### src/rtl/uart_tx_result_if.sv
// rtl/uart_tx_result_if.sv - request/status/serial bundle between result source and UART transmitter
interface uart_tx_result_if #(
  parameter int NUM_BYTES = 10
) ();
  logic                   start;
  logic [8*NUM_BYTES-1:0] d_in;
  logic                   busy;
  logic                   done;
  logic                   bit_out;

  // Result source: issues transfer requests and watches status and the line
  modport master (
    output start,
    output d_in,
    input  busy,
    input  done,
    input  bit_out
  );

  // Transmitter: consumes requests, drives status and the TX pin
  modport slave (
    input  start,
    input  d_in,
    output busy,
    output done,
    output bit_out
  );
endinterface

### src/rtl/uart_tx_result.sv
// rtl/uart_tx_result.sv - multi-byte 8N1 UART transmitter for inference result vectors
module uart_tx_result #(
  parameter int CLKS_PER_BIT = 434,
  parameter int NUM_BYTES    = 10,
  parameter int MSB_FIRST    = 0
) (
  input  logic           clk,
  input  logic           rst,
  uart_tx_result_if.slave bus
);

  localparam int CNT_W = (CLKS_PER_BIT > 1) ? $clog2(CLKS_PER_BIT) : 1;
  localparam int IDX_W = (NUM_BYTES > 1) ? $clog2(NUM_BYTES) : 1;
  localparam logic [CNT_W-1:0] LAST_CNT = CNT_W'(CLKS_PER_BIT - 1);
  localparam logic [IDX_W-1:0] LAST_IDX = IDX_W'(NUM_BYTES - 1);

  typedef enum logic [1:0] {
    S_IDLE  = 2'd0,
    S_START = 2'd1,
    S_DATA  = 2'd2,
    S_STOP  = 2'd3
  } state_t;

  state_t                 state_q,    state_d;
  logic [CNT_W-1:0]       cnt_q,      cnt_d;
  logic [2:0]             bit_idx_q,  bit_idx_d;
  logic [IDX_W-1:0]       byte_idx_q, byte_idx_d;
  logic [8*NUM_BYTES-1:0] payload_q,  payload_d;
  logic [7:0]             shift_q,    shift_d;
  logic                   bit_out_q,  bit_out_d;
  logic                   busy_q,     busy_d;
  logic                   done_q,     done_d;
  logic                   bit_end;

  // Byte k of the payload lives at the top end: byte 0 is the most significant byte.
  // A constant-index loop keeps every part-select in range for any NUM_BYTES.
  function automatic logic [7:0] pick_byte(
    input logic [8*NUM_BYTES-1:0] p,
    input logic [IDX_W-1:0]       idx
  );
    logic [7:0] r;
    r = 8'h00;
    for (int b = 0; b < NUM_BYTES; b++) begin
      if (idx == IDX_W'(b)) begin
        r = p[8*(NUM_BYTES-b)-1 -: 8];
      end
    end
    return r;
  endfunction

  assign bit_end = (cnt_q == LAST_CNT);

  // Next-state logic: frame sequencing, counters, shifter and registered line/status values
  always_comb begin
    state_d    = state_q;
    cnt_d      = cnt_q;
    bit_idx_d  = bit_idx_q;
    byte_idx_d = byte_idx_q;
    payload_d  = payload_q;
    shift_d    = shift_q;
    done_d     = 1'b0;

    case (state_q)
      S_IDLE: begin
        cnt_d     = '0;
        bit_idx_d = 3'd0;
        if (bus.start) begin
          // Snapshot the whole vector so later d_in changes cannot corrupt this transfer
          payload_d  = bus.d_in;
          shift_d    = bus.d_in[8*NUM_BYTES-1 -: 8];
          byte_idx_d = '0;
          state_d    = S_START;
        end
      end

      S_START: begin
        if (bit_end) begin
          cnt_d     = '0;
          bit_idx_d = 3'd0;
          state_d   = S_DATA;
        end else begin
          cnt_d = cnt_q + 1'b1;
        end
      end

      S_DATA: begin
        if (bit_end) begin
          cnt_d = '0;
          if (MSB_FIRST != 0) begin
            shift_d = {shift_q[6:0], 1'b0};
          end else begin
            shift_d = {1'b0, shift_q[7:1]};
          end
          if (bit_idx_q == 3'd7) begin
            state_d = S_STOP;
          end else begin
            bit_idx_d = bit_idx_q + 1'b1;
          end
        end else begin
          cnt_d = cnt_q + 1'b1;
        end
      end

      S_STOP: begin
        if (bit_end) begin
          cnt_d = '0;
          if (byte_idx_q != LAST_IDX) begin
            // Next frame starts on the very next cycle: no idle gap between bytes
            byte_idx_d = byte_idx_q + 1'b1;
            shift_d    = pick_byte(payload_q, byte_idx_q + 1'b1);
            state_d    = S_START;
          end else begin
            state_d = S_IDLE;
            done_d  = 1'b1;
          end
        end else begin
          cnt_d = cnt_q + 1'b1;
        end
      end

      default: begin
        state_d = S_IDLE;
        cnt_d   = '0;
      end
    endcase

    // The line value is derived from where we are going, so bit_out is a clean flop output
    case (state_d)
      S_START: bit_out_d = 1'b0;
      S_DATA:  bit_out_d = (MSB_FIRST != 0) ? shift_d[7] : shift_d[0];
      default: bit_out_d = 1'b1;
    endcase

    busy_d = (state_d != S_IDLE);
  end

  // State and datapath registers; reset abandons any partial frame and idles the line high
  always_ff @(posedge clk) begin
    if (rst) begin
      state_q    <= S_IDLE;
      cnt_q      <= '0;
      bit_idx_q  <= 3'd0;
      byte_idx_q <= '0;
      payload_q  <= '0;
      shift_q    <= 8'h00;
      bit_out_q  <= 1'b1;
      busy_q     <= 1'b0;
      done_q     <= 1'b0;
    end else begin
      state_q    <= state_d;
      cnt_q      <= cnt_d;
      bit_idx_q  <= bit_idx_d;
      byte_idx_q <= byte_idx_d;
      payload_q  <= payload_d;
      shift_q    <= shift_d;
      bit_out_q  <= bit_out_d;
      busy_q     <= busy_d;
      done_q     <= done_d;
    end
  end

  assign bus.bit_out = bit_out_q;
  assign bus.busy    = busy_q;
  assign bus.done    = done_q;

endmodule

### src/flat_wrapper.sv
// flat-port wrapper written by rule: the top's interface ports become plain ports
module uart_tx_result_flat 
#(
  parameter int CLKS_PER_BIT = 434,
  parameter int NUM_BYTES    = 10,
  parameter int MSB_FIRST    = 0
)
  (clk, rst, bus_start, bus_d_in, bus_busy, bus_done, bus_bit_out);
  uart_tx_result_if #(.NUM_BYTES(NUM_BYTES)) bus_i ();
  input  logic clk;
  input  logic rst;
  input wire logic [$bits(bus_i.start)-1:0] bus_start;
  input wire logic [$bits(bus_i.d_in)-1:0] bus_d_in;
  output wire logic [$bits(bus_i.busy)-1:0] bus_busy;
  output wire logic [$bits(bus_i.done)-1:0] bus_done;
  output wire logic [$bits(bus_i.bit_out)-1:0] bus_bit_out;
  assign bus_i.start = bus_start;
  assign bus_i.d_in = bus_d_in;
  assign bus_busy = bus_i.busy;
  assign bus_done = bus_i.done;
  assign bus_bit_out = bus_i.bit_out;
  uart_tx_result #(.CLKS_PER_BIT(CLKS_PER_BIT), .NUM_BYTES(NUM_BYTES), .MSB_FIRST(MSB_FIRST)) u_core (.clk(clk), .rst(rst), .bus(bus_i));
endmodule
### config.mk
export PLATFORM = sky130hd
export DESIGN_NAME = uart_tx_result_flat
export DESIGN_NICKNAME = d
export VERILOG_FILES = /design/src/rtl/uart_tx_result_if.sv /design/src/rtl/uart_tx_result.sv /design/src/flat_wrapper.sv
export SDC_FILE = /design/constraint.sdc
export NUM_CORES = 1
export LEC_CHECK = 0
export BUFFER_PORTS_ARGS = -buffer_cell sky130_fd_sc_hd__buf_2
export CAP_MARGIN = 5
export CORE_MARGIN = 8
export CORE_UTILIZATION = 30
export CTS_CLUSTER_DIAMETER = 60
export DETAILED_ROUTE_END_ITERATION = 6
export GPL_TIMING_DRIVEN = 0
export HOLD_SLACK_MARGIN = 0.02
export SLEW_MARGIN = 0
export SYNTH_ARGS = -nofsm -noshare
export SYNTH_HDL_FRONTEND = slang
export SYNTH_SLANG_ARGS = --single-unit
### constraint.sdc
create_clock -name clk -period 2.7 [get_ports clk]
set_clock_uncertainty 0.1 [all_clocks]
set_input_delay 0.27 -clock clk [delete_from_list [all_inputs] [get_ports clk]]
set_output_delay 0.27 -clock clk [all_outputs]
set_load 0.01 [all_outputs]
Yosys cells after proc, flatten, opt, wreduce, memory -nomap -nowiden
Cells that the tools add are included.

word-level totals
  logic and storage cells = 84
  bits in writable memories = 0
  register bits after elaboration = 109
  memory bits (read-only) = 0
  input port bits = 83
  memories = 0
  latch bits = 0
  output and inout port bits = 3

cells by class
  multiply operators = 0
  order comparisons = 0
  reduce and logical (&&, ||, !) cells = 12
  bitwise gates (word level) = 2
  shifts and indexed selects = 0
  equality and inequality tests = 23
  $add $sub $neg = 3
  multiplexer cells = 34
  div/mod/pow operators = 0

operators by type and width
  kind                   number
  $mux W8                14
  $pmux W8 S3            1
  $pmux W9 S2            1
  $eq A4 B3 Y1 const B   4
  $mux W4                3
  $mux W2                5
  $add A9 B1 Y9 const B  1
  $eq A9 B9 Y1 const B   1
  $mux W3                3
  $mux W9                1
  $pmux W3 S3            1
  $eq A4 B2 Y1 const B   2
  $eq A4 B4 Y1 const B   2
  $ne A2 B1 Y1 const B   4
  $pmux W2 S4            1
  $pmux W4 S2            1
  $reduce_and A4 Y1      2
  $eq A2 B2 Y1 const B   3
  $reduce_bool A3 Y1     2
  $reduce_or A3 Y1       2
  $reduce_and A5 Y1      1
  $add A4 B1 Y4 const B  1
  $eq A2 B1 Y1 const B   2
  $eq A4 B1 Y1 const B   1
  11 further kinds       15

Logic depth before layout (Yosys ltp)
Gate-level depths: netlist of run 1.

  word-level depth = 16
  mapped depth = 10
  gate-level depth less buffers = 8

Least setup slack after synthesis of run 1
OpenSTA, ideal clock, no wires.

  kind = reg-to-reg
  start = register u_core.byte_idx_q[0]
  end = register u_core.shift_q[1]
  library setup time = 0.086 ns
  data arrival time = 2.115 ns
  slack = 0.399 ns
  data required time = 2.514 ns
  path buffers = 1
  stages on the path, launching flop included = 9
  period minus slack after synthesis = 2.301 ns
  path through = dfxtp_1 -> ha_1 -> clkbuf_2 -> or3b_2 -> o41ai_4 -> nand2_4 -> a221oi_1 -> o221ai_1 -> a221oi_2

on the way
  word-level cells in the longest chain between the ends = 15
  elaborated cells on any way between the ends = 27
  those cells by class = add/sub (1); eq/ne (11); mux (13); reduce/logical (2)

ends and longest elaborated chain
  what                    line                   source
  start, declared         uart_tx_result.sv:27   logic [IDX_W-1:0] byte_idx_q, byte_idx_d;
  start signal, assigned  uart_tx_result.sv:153  byte_idx_q <= byte_idx_d;
  $add A4 B1 Y4           uart_tx_result.sv:110  shift_d = pick_byte(payload_q, byte_idx_q + 1'b1);
  $logic_not A4 Y1        uart_tx_result.sv:44   if (idx == IDX_W'(b)) begin
  $mux W8 (10 in a row)   uart_tx_result.sv:44
  $mux W8                 uart_tx_result.sv:107  if (byte_idx_q != LAST_IDX) begin
  $mux W8                 uart_tx_result.sv:105  if (bit_end) begin
  $pmux W8 S3             uart_tx_result.sv:63   case (state_q)
  end signal, assigned    uart_tx_result.sv:155  shift_q <= shift_d;
  end, declared           uart_tx_result.sv:29   logic [7:0] shift_q, shift_d;

Parallel ways exist; a longest one is shown, timed or not. The select of a mux whose other input is x is not followed.
A chain may end at the register's enable or synchronous reset.

Worst setup path after layout of run 1
  start = register u_core.byte_idx_q[0]
  end = register u_core.shift_q[0]

on the way
  word-level cells in the longest chain between the ends = 15
  elaborated cells on any way between the ends = 25
  those cells by class = add/sub (1); eq/ne (10); mux (13); reduce/logical (1)

ends and longest elaborated chain
  what                   line
  $add A4 B1 Y4          uart_tx_result.sv:110
  $logic_not A4 Y1       uart_tx_result.sv:44
  $mux W8 (10 in a row)  uart_tx_result.sv:44
  $mux W8 *              uart_tx_result.sv:107
  $mux W8 *              uart_tx_result.sv:105
  $pmux W8 S3 *          uart_tx_result.sv:63

Mark *: on every way between the ends. The rest lies on a longest branch, timed or not. The select of a mux whose other input is x is not followed.

==> metrics list, run 1 <==
- RSZ-0062 raised after global routing: false
* Slew Limit Headroom: 55.7%
* Global-route wire length before repair: 25.2 mm
- Number of antenna violations at the first check in global routing: 0
- The run finished with clean final reports.
- Die Span Y: ~150 um
- Most used flip-flop cell after synthesis: dfxtp_1
* Hold Fails Final Rpt: 0
- At the placement stage, the worst setup path has a slack of -0.105 ns.
* First-pass iteration count of the detailed router: 6
* Net count after synthesis: 791
- At the later pin of the worst-skew pair, clock insertion delay measures roughly 0.36 ns.
- Clk buf depth: 2
* Number of routed nets with antenna violations: 0
- Power spread over the standard cell area amounts to around 560 nW/um2.
* Share of cells above drive strength 1: 16.3%
- Number of global-route vias before repair: between 4000 and 5000
* Setup-violating endpoint count in the final report: 0
- The tree built by TritonCTS fans out to 109 sinks.
- For this run, the number of Yosys warnings is 0.
- The critical path contains buffers and inverters numbering 2 combined.
* Critical Path End Type: register
- For the worst setup path, the data arrival time is between 2 and 3 ns.
- In the final timing run, aggregate negative setup slack is 0 ns.
- Number of buffers added by the clock tree synthesis step: 9
* Number of port buffers: 85
- The total overflow left after global routing is 0.
* Half-perimeter wire length after detailed placement: approximately 12 mm
- Including well taps, the total number of placed cells is about 1000.
* Average size of a mapped cell: 7.58 um2
- In this design, the stage delay of the slowest critical-path cell is approximately 0.50 ns.
* Top library cells by usage in the layout, fill and taps aside: nand2_1, a21oi_1, dfxtp_1
- Clock input transition at the sequential cells of the worst setup and hold paths: approximately 0.070 ns
* Maximum fanout encountered on the critical timing path: 10
- The min-delay analysis places its worst path in the category in2reg.
* Final wirelength: approximately 16 mm
* Pin slew with the least headroom to its limit: between 0.6 and 0.7 ns
- In this run the standard cell core region covers 17300 um2.
- Maximum Capacitance Violations: 0
- IR Drop Worst-Case VDD: 0.334 mV
- Sequence of cells on the critical path: ha_1, clkbuf_2, or3b_2, o41ai_4, buf_2, o21ai_0, a221oi_1, o31ai_1
- Routed length per placed instance: 15.7 um
- Worst Setup Slack, final: about 0.09 ns
- Post-synth top area cell: dfxtp_1
* Largest net degree at the start of global routing: 17
- I/O pin count: 86
- TritonCTS built the clock tree.
- H-tree levels: 3
- Number of distinct library cells after synthesis: 62
- Synthesis handed over a netlist of 699 instances.
- On the critical path, the stage with the largest delay is an instance of or3b_2.
- Final instance count without filler cells: roughly 1000
- By area the synthesized netlist is led by dfxtp_1, nand2_1, a21oi_1.
- On the critical path the largest part of the delay comes from compound AO/OA/AOI/OAI gates.
- The share of the Yosys chip area taken by registers is about two fifths.
- Clock tree synthesis selected as its root buffer the cell clkbuf_16.
* Final critical-path required period: between 2 and 3 ns
* Syn Std Cell Area: about 5300 um2
- The initialized floorplan defines 48 standard-cell rows.
* Final nets: around 900
* DRC: 0
- The worst setup path is launched from a register.
* Vias per cell: 4.98
* Post-route clock period utilization: approximately 97%
* Static power due to leakage: around 2.4 nW
- Summing all non-filler instances in the final layout gives an area of about 6300 um2.
- Leaving out fill and tap cells, the most frequent cell in the layout is nand2_1.
- Summed over its instances, the top area cell type makes up 41.2% of the synthesized netlist area.
* FF+latch count, synth: 109
- The number of hold buffers added after CTS was 0.
- From left edge to right edge, the die measures between 100 and 150 um.
- Once placement finished, the instance area stood at 6010 um2.
- Die area: ~22000 um2
- Total via count in the routed design: about 5000
- The number of antenna diodes in the final layout is 0.
- The initial utilization of the core area, before any placement, comes to around 31%.
* Post-synth EDFFs: 0
* Count of routing violations after the opening detailed-route iteration: 360
- For this run, the total global-route usage over all layers was measured as about 14%.
- For the worst setup path, the data required time is 2.83 ns.
- The filler cells instantiated in the layout total ~1900.
- Core occupancy in the finished layout: a little under two fifths
- The final number of max-transition violations is 0.
* Routability congestion estimate from global placement: between 0.9 and 1
- Relative to the synthesized area, the layout overhead comes to 19.7%.
- Derived from the worst setup path, the maximum achievable clock frequency is 0.383 GHz.
- Synth async-reset ratio: 0%
* Critical Setup Path Class: reg2reg
## Yosys cell counts, types with 4 or more instances
library cell and count:
a222oi_1 5, nor2_1 38, dfxtp_1 109, nor3_1 6
nand3b_1 8, a21oi_1 123, a211oi_1 4, inv_1 16
o21ai_0 17, o32ai_2 5, xnor2_1 4, a221oi_1 10
nand2_1 194, nor3b_1 6, nand3_1 7, o31a_1 5
and3_1 4, nor2b_1 9, ha_1 9, clkbuf_1 46
o211ai_1 6, mux2i_1 4, o21a_1 10
## cell type report
type	count	area [um2]	area share (%)
buffer	50	195	3.08
tap	225	282	4.44
inverter	17	63.8	1.01
multi-input combinational	523	2880	45.4
timing repair buffer	85	425	6.71
clock buffer	11	243	3.83
sequential	109	2180	34.4
clock inverter	4	72.6	1.14
## tightest hold or removal path, delay by kind of cell
kind / cells / cell delay, ns
and+or+nand+nor: 1 / 0.04
buffers and inverters: 1 / 0.09
AOI/OAI and AO/OA: 1 / 0.05
## cells by family (layout without fill, tap and decap cells)
logic type               count (synthesis)  after routing  synth area share (%)
XOR/XNOR                                 7              7                  1.16
multiplexers                             4              4                 0.755
buffers and inverters                   67            167                  4.79
AND/OR/NAND/NOR                        292            292                  24.5
AO/OA/AOI/OAI                          211            211                  25.5
flip-flops                             109            109                  41.2
adder cells (fa/ha/maj)                  9              9                  2.12
## through the flow
step	hold slack, ns	power [mW]
final	0.0366	3.53
after global routing	0.0323	3.67
after CTS	0.0324	3.56
after detailed placement	0.347	2.13
after global placement	0.344	2.13
after floorplan	0.306	1.98
## metal layers
layer  track usage (%)  vias up  part of all wire, %
li1                  -     2597                    -
met5                 0        -                    0
met3              4.28       19                  6.7
met4              3.58        0                  1.7
met1              19.5     2307                   48
met2              21.6      172                   43
## worst paths after layout
check / slack [ns] / to / cells past startpoint / start
worst max-delay path: 0.09 / u_core.shift_q[0] / 8 / u_core.byte_idx_q[0]
worst min-delay path: 0.04 / u_core.payload_q[43] / 3 / bus_d_in[43]
worst max register to register: 0.09 / u_core.shift_q[0] / 8 / u_core.byte_idx_q[0]
worst min register to register: 0.36 / u_core.payload_q[79] / 2 / u_core.payload_q[79]
## sequential cells by signal, indices dropped and copies added (netlist names), 2 cells and up
register / count
u_core.state_q: 2
u_core.payload_q: 80
u_core.bit_idx_q: 3
u_core.shift_q: 8
u_core.cnt_q: 9
u_core.byte_idx_q: 4
## power by group
group	internal [mW]	total (mW)	switching (mW)
Sequential	1.69	1.74	0.0542
Combinational	0.144	0.352	0.208
Clock	0.832	1.43	0.601
Total	2.67	3.53	0.862
## what timing repair did
action	CTS	global route
setup buffers	0	0
endpoints found under the setup margin	2	23
resized for setup	3	9
Note: power is estimated with default switching activity, not from simulation.
==> inputs of run 2 (changes only) <==
BUFFER_PORTS_ARGS = not set   (was -buffer_cell sky130_fd_sc_hd__buf_2)
DONT_BUFFER_PORTS = 1   (was not set)
GPL_TIMING_DRIVEN = not set   (was 0)
PLACE_DENSITY = 0.54   (was not set)
==> run 2 against run 1 <==
Compared with the run above: final cell count decreased by 3.3%; critical path depth unchanged; setup slack better by 0.15 ns; non-clock buffer count down 34; critical endpoint is now u_core.shift_q[1].
==> metrics list, run 2 (synthesized netlist as in run 1, its figures left out) <==
* Most common cell type on the critical path: a221oi_1
- The total routing resource utilization after global routing came to 14.8% (was 14.3%).
* I/O pin count: 86 (unchanged)
- The total iterations of the first detailed-routing run is 5 (was 6).
- Reg-to-reg startpoint: u_core.byte_idx_q[0] (unchanged)
- Maximum Capacitance Violations: 0 (unchanged)
- Met2 wire length: 7.17 mm (was 6.93 mm)
- The total global routing overflow was 0 (unchanged).
* IR Drop Worst-Case VDD: 0.306 mV (was 0.334 mV)
* Setup-violating endpoint count in the final report: 0 (unchanged)
- Register bank with the most flops: u_core.payload_q (unchanged)
- Hold Path Origin: bus_d_in[79] (was bus_d_in[43])
- The total power per unit cell area is 522 nW/um2 (was 556 nW/um2).
- Number of buffers added by the clock tree synthesis step: 9 (unchanged)
- The first element of the critical path is u_core.byte_idx_q[0] (unchanged).
* Run status: finished, final reports clean (unchanged)
- Die area: 22200 um2 (unchanged)
- The end-of-flow core utilization came to 38.7% (was 36.7%).
- The area added between synthesis and finish was 26.1% (was 19.7%).
- Amount of wire on met3 after detailed routing: 819 um (was 1.08 mm)
- The final critical path time including I/O delays and setup was 2.45 ns (was 2.61 ns).
* Largest net degree at the start of global routing: 99 (was 17)
- Number of buffer and inverter stages on the critical path: 1 (was 2)
- Critical path arrival: 2.64 ns (was 2.74 ns)
- H-tree levels: 3 (unchanged)
- Summed negative setup slack over all endpoints: 0 ns (unchanged)
- The highest layer used for signal routing is met4 (unchanged).
- The number of buffers between clock root and the deepest sink came to 2 (unchanged).
- TritonCTS clock tree: yes (unchanged)
- Commonest non-fill, non-tap cell in the layout: nand2_1 (unchanged)
* Routability congestion estimate from global placement: 0.847 (was 0.903)
- Diodes inserted: 0 (unchanged)
* DRC: 0 (unchanged)
* Final Slew Violations: 0 (unchanged)
- The initial antenna violation count came to 1 (was 0).
- Sequence of cells on the critical path: inv_1, ha_1, nand3b_1, a221oi_1, o22ai_1, a221oi_1, o221ai_1, a221oi_2 (was ha_1, clkbuf_2, or3b_2, o41ai_4, buf_2, o21ai_0, a221oi_1, o31ai_1)
- The remaining number of nets flagged by the antenna check after routing is 0 (unchanged).
* Global-route wire length before repair: 26.2 mm (was 25.2 mm)
- The vertical die dimension is 149 um (unchanged).
- The area used by sequential logic in the layout was 2180 um2 (about the same).
- The detailed-route via count came to 4967 (was 5095).
- Final nets: 853 (was 887)
- Required @ worst endpoint: 2.88 ns (was 2.83 ns)
* Root Buffer: clkbuf_16 (unchanged)
- Max FFs per register: 80 (unchanged)
* Site row count: 48 (unchanged)
- Category of cells accounting for the largest share of critical-path delay: compound AO/OA/AOI/OAI gates (unchanged)
- The maximum net fanout on the critical path was 9 (was 10).
* Number of filler cells placed in the layout: 1809 (was 1878)
- Initial core utilization: 30.6% (unchanged)
- RSZ-0062 raised after global routing: false (unchanged)
- The number of hold-slack violations in the final timing report came to 0 (unchanged).
- The peak clock frequency supported by timing is 0.407 GHz (was 0.383 GHz).
- The placed wire-length estimate after detailed placement came to 11.3 mm (was 12.4 mm).
* Critical Setup Path Class: reg2reg (unchanged)
- The ratio of routed vias to standard cells was 5.02 (was 4.98).
- Count of routing violations after the opening detailed-route iteration: 296 (was 360)
- Area occupied by multi-input gates: 2870 um2 (was 2880 um2)
- Number of global-route vias before repair: 4895 (was 4834)
- The capturing element type of the critical path was a register (unchanged).
- Top library cells by usage in the layout, fill and taps aside: nand2_1, a21oi_1, dfxtp_1 (unchanged).
* Pin slew with the least headroom to its limit: 0.590 ns (was 0.665 ns)
* Number of port buffers: 0 (was 85)
* Worst min path class: in2reg (unchanged)
* Post-route clock period utilization: 90.9% (was 96.6%)
- Kind of start point of the critical path: register (unchanged)
- The clock latency at the later pin of the worst-skew pair is 0.36 ns (about the same).
- Final wirelength: 16.1 mm (was 16.0 mm)
* DRT met1 WL: 7.94 mm (was 7.77 mm)
- Biggest registers after layout: u_core.payload_q x80, u_core.cnt_q x9, u_core.shift_q x8 (unchanged)
- The worst relative slew slack came to 60.7% (was 55.7%).
- Clock Sink Count: 109 (unchanged)
- The ratio of cells with drive above 1 in the final layout came to 7.71% (was 16.3%).
- The width of the die is 149 um (unchanged).
* Worst stage delay on the critical path: 0.48 ns (was 0.50 ns)
- Placement-stage cell area: 5560 um2 (was 6010 um2)
* Fin area: 6690 um2 (was 6340 um2)
* Clock input transition at the sequential cells of the worst setup and hold paths: 0.08 ns (was 0.07 ns)
* Placeable core region: 17300 um2 (unchanged)
* Static power due to leakage: 2.42 nW (was 2.39 nW)
- The post-CTS setup buffer count came to 0 (unchanged).
* Routed length per placed instance: 16.3 um (was 15.7 um)
- The slowest cell on the critical path is dfxtp_1 (was or3b_2).
==> run 2: cell types whose count changed in the layout (fill, tap and decap cells not counted), sizes merged <==
cell,previous run,this run
dlygate4sd3,0,80
clkinv,2,4
clkinvlp,1,0
bufinv,2,1
inv,16,17
buf,89,21
clkbuf,57,10
==> run 2: path summary, 6_finish.rpt <==
path | to | slack, ns | cells after the start
worst max-delay path | u_core.shift_q[1] | 0.25 | 8
worst min-delay path | u_core.shift_q[7] | 0.04 | 2
worst max register to register | u_core.shift_q[1] | 0.25 | 8
worst min register to register | u_core.payload_q[76] | 0.36 | 2
==> run 2: area by class of cell <==
cell class | count | share of cell area (%)
inverter | 17 | 0.955
clock inverter | 5 | 0.898
multi-input combinational | 523 | 42.9
sequential | 109 | 32.6
tap | 225 | 4.21
clock buffer | 10 | 3.57
timing repair buffer | 101 | 14.8
==> run 2: through the flow <==
step	hold WS [ns]	std cells	worst slack, ns	power [mW]
finish	0.0388	990	0.245	3.49
global route	0.0239	990	0.0579	3.66
detailed placement	0.262	894	0.267	2.04
global placement	0.258	894	0.320	2.03
floorplan	0.306	699	0.399	1.98
CTS	0.0237	990	0.265	3.53
==> run 2: per-layer routing <==
layer	global-route usage [%]	up-vias
met1	20.5	2309
li1	-	2533
met4	4.24	0
met2	22.2	110
met3	3.67	15
met5	0	-
==> run 2: power breakdown <==
| part | switching (mW) | leakage (nW) | internal, mW | total (mW) |
|---|---|---|---|---|
| Clock | 0.625 | 0.150 | 0.745 | 1.37 |
| Sequential | 0.0565 | 0.892 | 1.69 | 1.75 |
| Combinational | 0.195 | 1.38 | 0.181 | 0.376 |
==> run 2: worst reg2reg max path, delay by kind of cell, from the launching register on <==
kind | cells | cell delay [ns]
AO/OA/AOI/OAI | 5 | 1.28
flip-flops | 1 | 0.48
adder cells (fa/ha/maj) | 1 | 0.24
AND/OR/NAND/NOR | 1 | 0.16
buffers and inverters | 1 | 0.10
==> run 2: what timing repair did <==
action | CTS | global route
hold endpoints to repair | 98 | 0
hold buffers | 81 | 0
resized for setup | 0 | 0
==> inputs of run 3 (changes only) <==
CORE_MARGIN = 2   (was 8)
==> run 3 against run 2 <==
Compared with the run above: critical path type unchanged; cell area is 0.60% lower; clock power is 8% lower; hold slack better by 0.023 ns; routed wire length is 5.2% lower; combinational power is 2% lower; largest power group unchanged; die area is 15% lower; critical path depth stayed put; critical endpoint is now u_core.shift_q[4]; sequential share of layout area is 0.20 points higher; register-to-register slack better by 0.03 ns.
==> metrics list, run 3 (synthesized netlist as in run 1, its figures left out) <==
* Initial core utilization: 30.6% (unchanged)
* Routability congestion estimate from global placement: 0.830 (was 0.847)
- The class of the tightest hold or removal check was in2reg (unchanged).
- Final critical-path required period: 2.43 ns (was 2.45 ns)
- Root Buffer: clkbuf_16 (unchanged)
- Run status: finished, final reports clean (unchanged).
- Register bank with the most flops: u_core.payload_q (unchanged)
- Vias per cell: 4.97 (was 5.02)
* Post-route clock period utilization: 89.9% (was 90.9%)
- The area inside the core boundary was 17300 um2 (unchanged).
- Placement-stage cell area: 5540 um2 (was 5560 um2)
* Hold Fails Final Rpt: 0 (unchanged)
- Global-route wire length before repair: 24.5 mm (was 26.2 mm)
- The count of input and output buffers was 0 (unchanged).
* Commonest non-fill, non-tap cell in the layout: nand2_1 (unchanged)
* IR Drop Worst-Case VDD: 0.335 mV (was 0.306 mV)
- The final number of max-transition violations is 0 (unchanged).
* Max FFs per register: 80 (unchanged)
* Total via count in the routed design: 4904 (was 4967)
- The DRC violations left was 0 (unchanged).
- The total iterations of the first detailed-routing run came to 5 (unchanged).
- Die Span Y: 137 um (was 149 um)
* Maximum fanout encountered on the critical timing path: 15 (was 9)
- The post-route setup TNS is 0 ns (unchanged).
- Worst Setup Slack, final: 0.273 ns (was 0.245 ns)
* Share of cells above drive strength 1: 7.22% (was 7.71%)
* Diodes inserted: 0 (unchanged)
- The TritonCTS clock tree was yes (unchanged).
- Routed length per placed instance: 15.5 um (was 16.3 um)
* Pwr dens: 508 nW/um2 (was 522 nW/um2)
- Die area: 18700 um2 (was 22200 um2)
- The clock latency at the later pin of the worst-skew pair came to 0.35 ns (was 0.36 ns).
- Kind of start point of the critical path: register (unchanged)
* Largest net degree at the start of global routing: 99 (unchanged)
- The slew at the pin closest to its max-slew limit was 0.587 ns (was 0.590 ns).
- Site row count: 48 (unchanged)
* Cell Count Post-Placement: 890 (was 894)
- The total routing resource utilization after global routing was 16.9% (was 14.8%).
- The remaining number of nets flagged by the antenna check after routing is 0 (unchanged).
* H-tree levels: 3 (unchanged)
- Top library cells by usage in the layout, fill and taps aside: nand2_1, a21oi_1, dfxtp_1 (unchanged)
- Number of buffers added by the clock tree synthesis step: 9 (unchanged)
- The total clock sinks came to 109 (unchanged).
- Count of routing violations after the opening detailed-route iteration: 286 (was 296)
- Number of filler cells placed in the layout: 1829 (was 1809)
- Core occupancy in the finished layout: 38.4% (was 38.7%)
- The area used by sequential logic in the layout is 2180 um2 (unchanged).
- The final cell count without fillers was 987 (was 990).
- Number of global-route vias before repair: 4536 (was 4895)
- The power after layout was 3.37 mW (was 3.49 mW).
- The total global routing overflow came to 0 (unchanged).
- The leakage power summed over all cells was 2.39 nW (was 2.42 nW).
* Number of antenna violations at the first check in global routing: 0 (was 1)
- Maximum Capacitance Violations: 0 (unchanged)
* Area occupied by multi-input gates: 2870 um2 (unchanged)
* Required @ worst endpoint: 2.82 ns (was 2.88 ns)
* R2R Setup Slk: 0.27 ns (was 0.25 ns)
- Biggest registers after layout: u_core.payload_q x80, u_core.cnt_q x9, u_core.shift_q x8 (unchanged)
- The final-report setup violation count came to 0 (unchanged).
* Maximum achievable frequency: 0.412 GHz (was 0.407 GHz)
* Final hold slack: 0.0621 ns (was 0.0388 ns)
* Fin area: 6650 um2 (was 6690 um2)
* Critical Path End Type: register (unchanged)
- Critical Setup Path Class: reg2reg (unchanged)
- The placement-stage worst setup slack was 0.290 ns (was 0.267 ns).
- The clock transition at the register clock pins on the worst setup and hold paths after CTS is 0.07 ns (was 0.08 ns).
- The worst relative slew slack was 60.9% (was 60.7%).
- The area added between synthesis and finish was 25.4% (was 26.1%).
- The width of the die came to 137 um (was 149 um).
- Post-CTS Setup Inserts: 0 (unchanged)
- Final wirelength: 15.3 mm (was 16.1 mm)
- The data arrival time of the critical path came to 2.55 ns (was 2.64 ns).
- The placed wire-length estimate after detailed placement came to 10.5 mm (was 11.3 mm).
* Clk buf depth: 2 (unchanged)
- The boundary pin count was 86 (unchanged).
- The layout net count was 849 (was 853).
- RSZ-0062 raised after global routing: false (unchanged)
[run 3: layer usage]
layer	track usage, %	share of wire (%)	vias up
li1	-	-	2528
met1	24.1	49	2252
met2	25.7	45	112
met3	3.93	4.4	12
met4	4.01	1.4	0
met5	0	0	-
[run 3: path summary, 6_finish.rpt]
| check | from | cells past startpoint | end |
|---|---|---|---|
| setup / recovery | u_core.byte_idx_q[1] | 8 | u_core.shift_q[4] |
| hold / removal | bus_d_in[79] | 2 | u_core.shift_q[7] |
| setup reg to reg | u_core.byte_idx_q[1] | 8 | u_core.shift_q[4] |
| hold reg to reg | u_core.payload_q[59] | 2 | u_core.payload_q[59] |
[run 3: power by group]
group	switching (mW)	leakage, nW	internal [mW]
registers	0.0583	0.892	1.69
logic	0.190	1.36	0.178
clock network	0.608	0.132	0.652
[run 3: final cells by class]
cell class / instances / share of cell area [%]
tap: 225 / 4.24
sequential: 109 / 32.8
timing repair buffer: 97 / 14.6
clock buffer: 11 / 3.65
clock inverter: 5 / 0.508
inverter: 17 / 0.960
multi-input combinational: 523 / 43.2
[run 3: critical path, cell delays in order (launching register included)]
cell	delay [ns]
dfxtp_1	0.47
inv_1	0.10
ha_1	0.24
buf_4	0.20
a311oi_1	0.31
o21ai_2	0.19
a222oi_1	0.40
o31a_1	0.21
o32ai_2	0.07
[run 3: repair_timing]
item                      CTS  global route
hold endpoints to repair   98             0
hold buffers               81             0
gates resized for setup     0             0
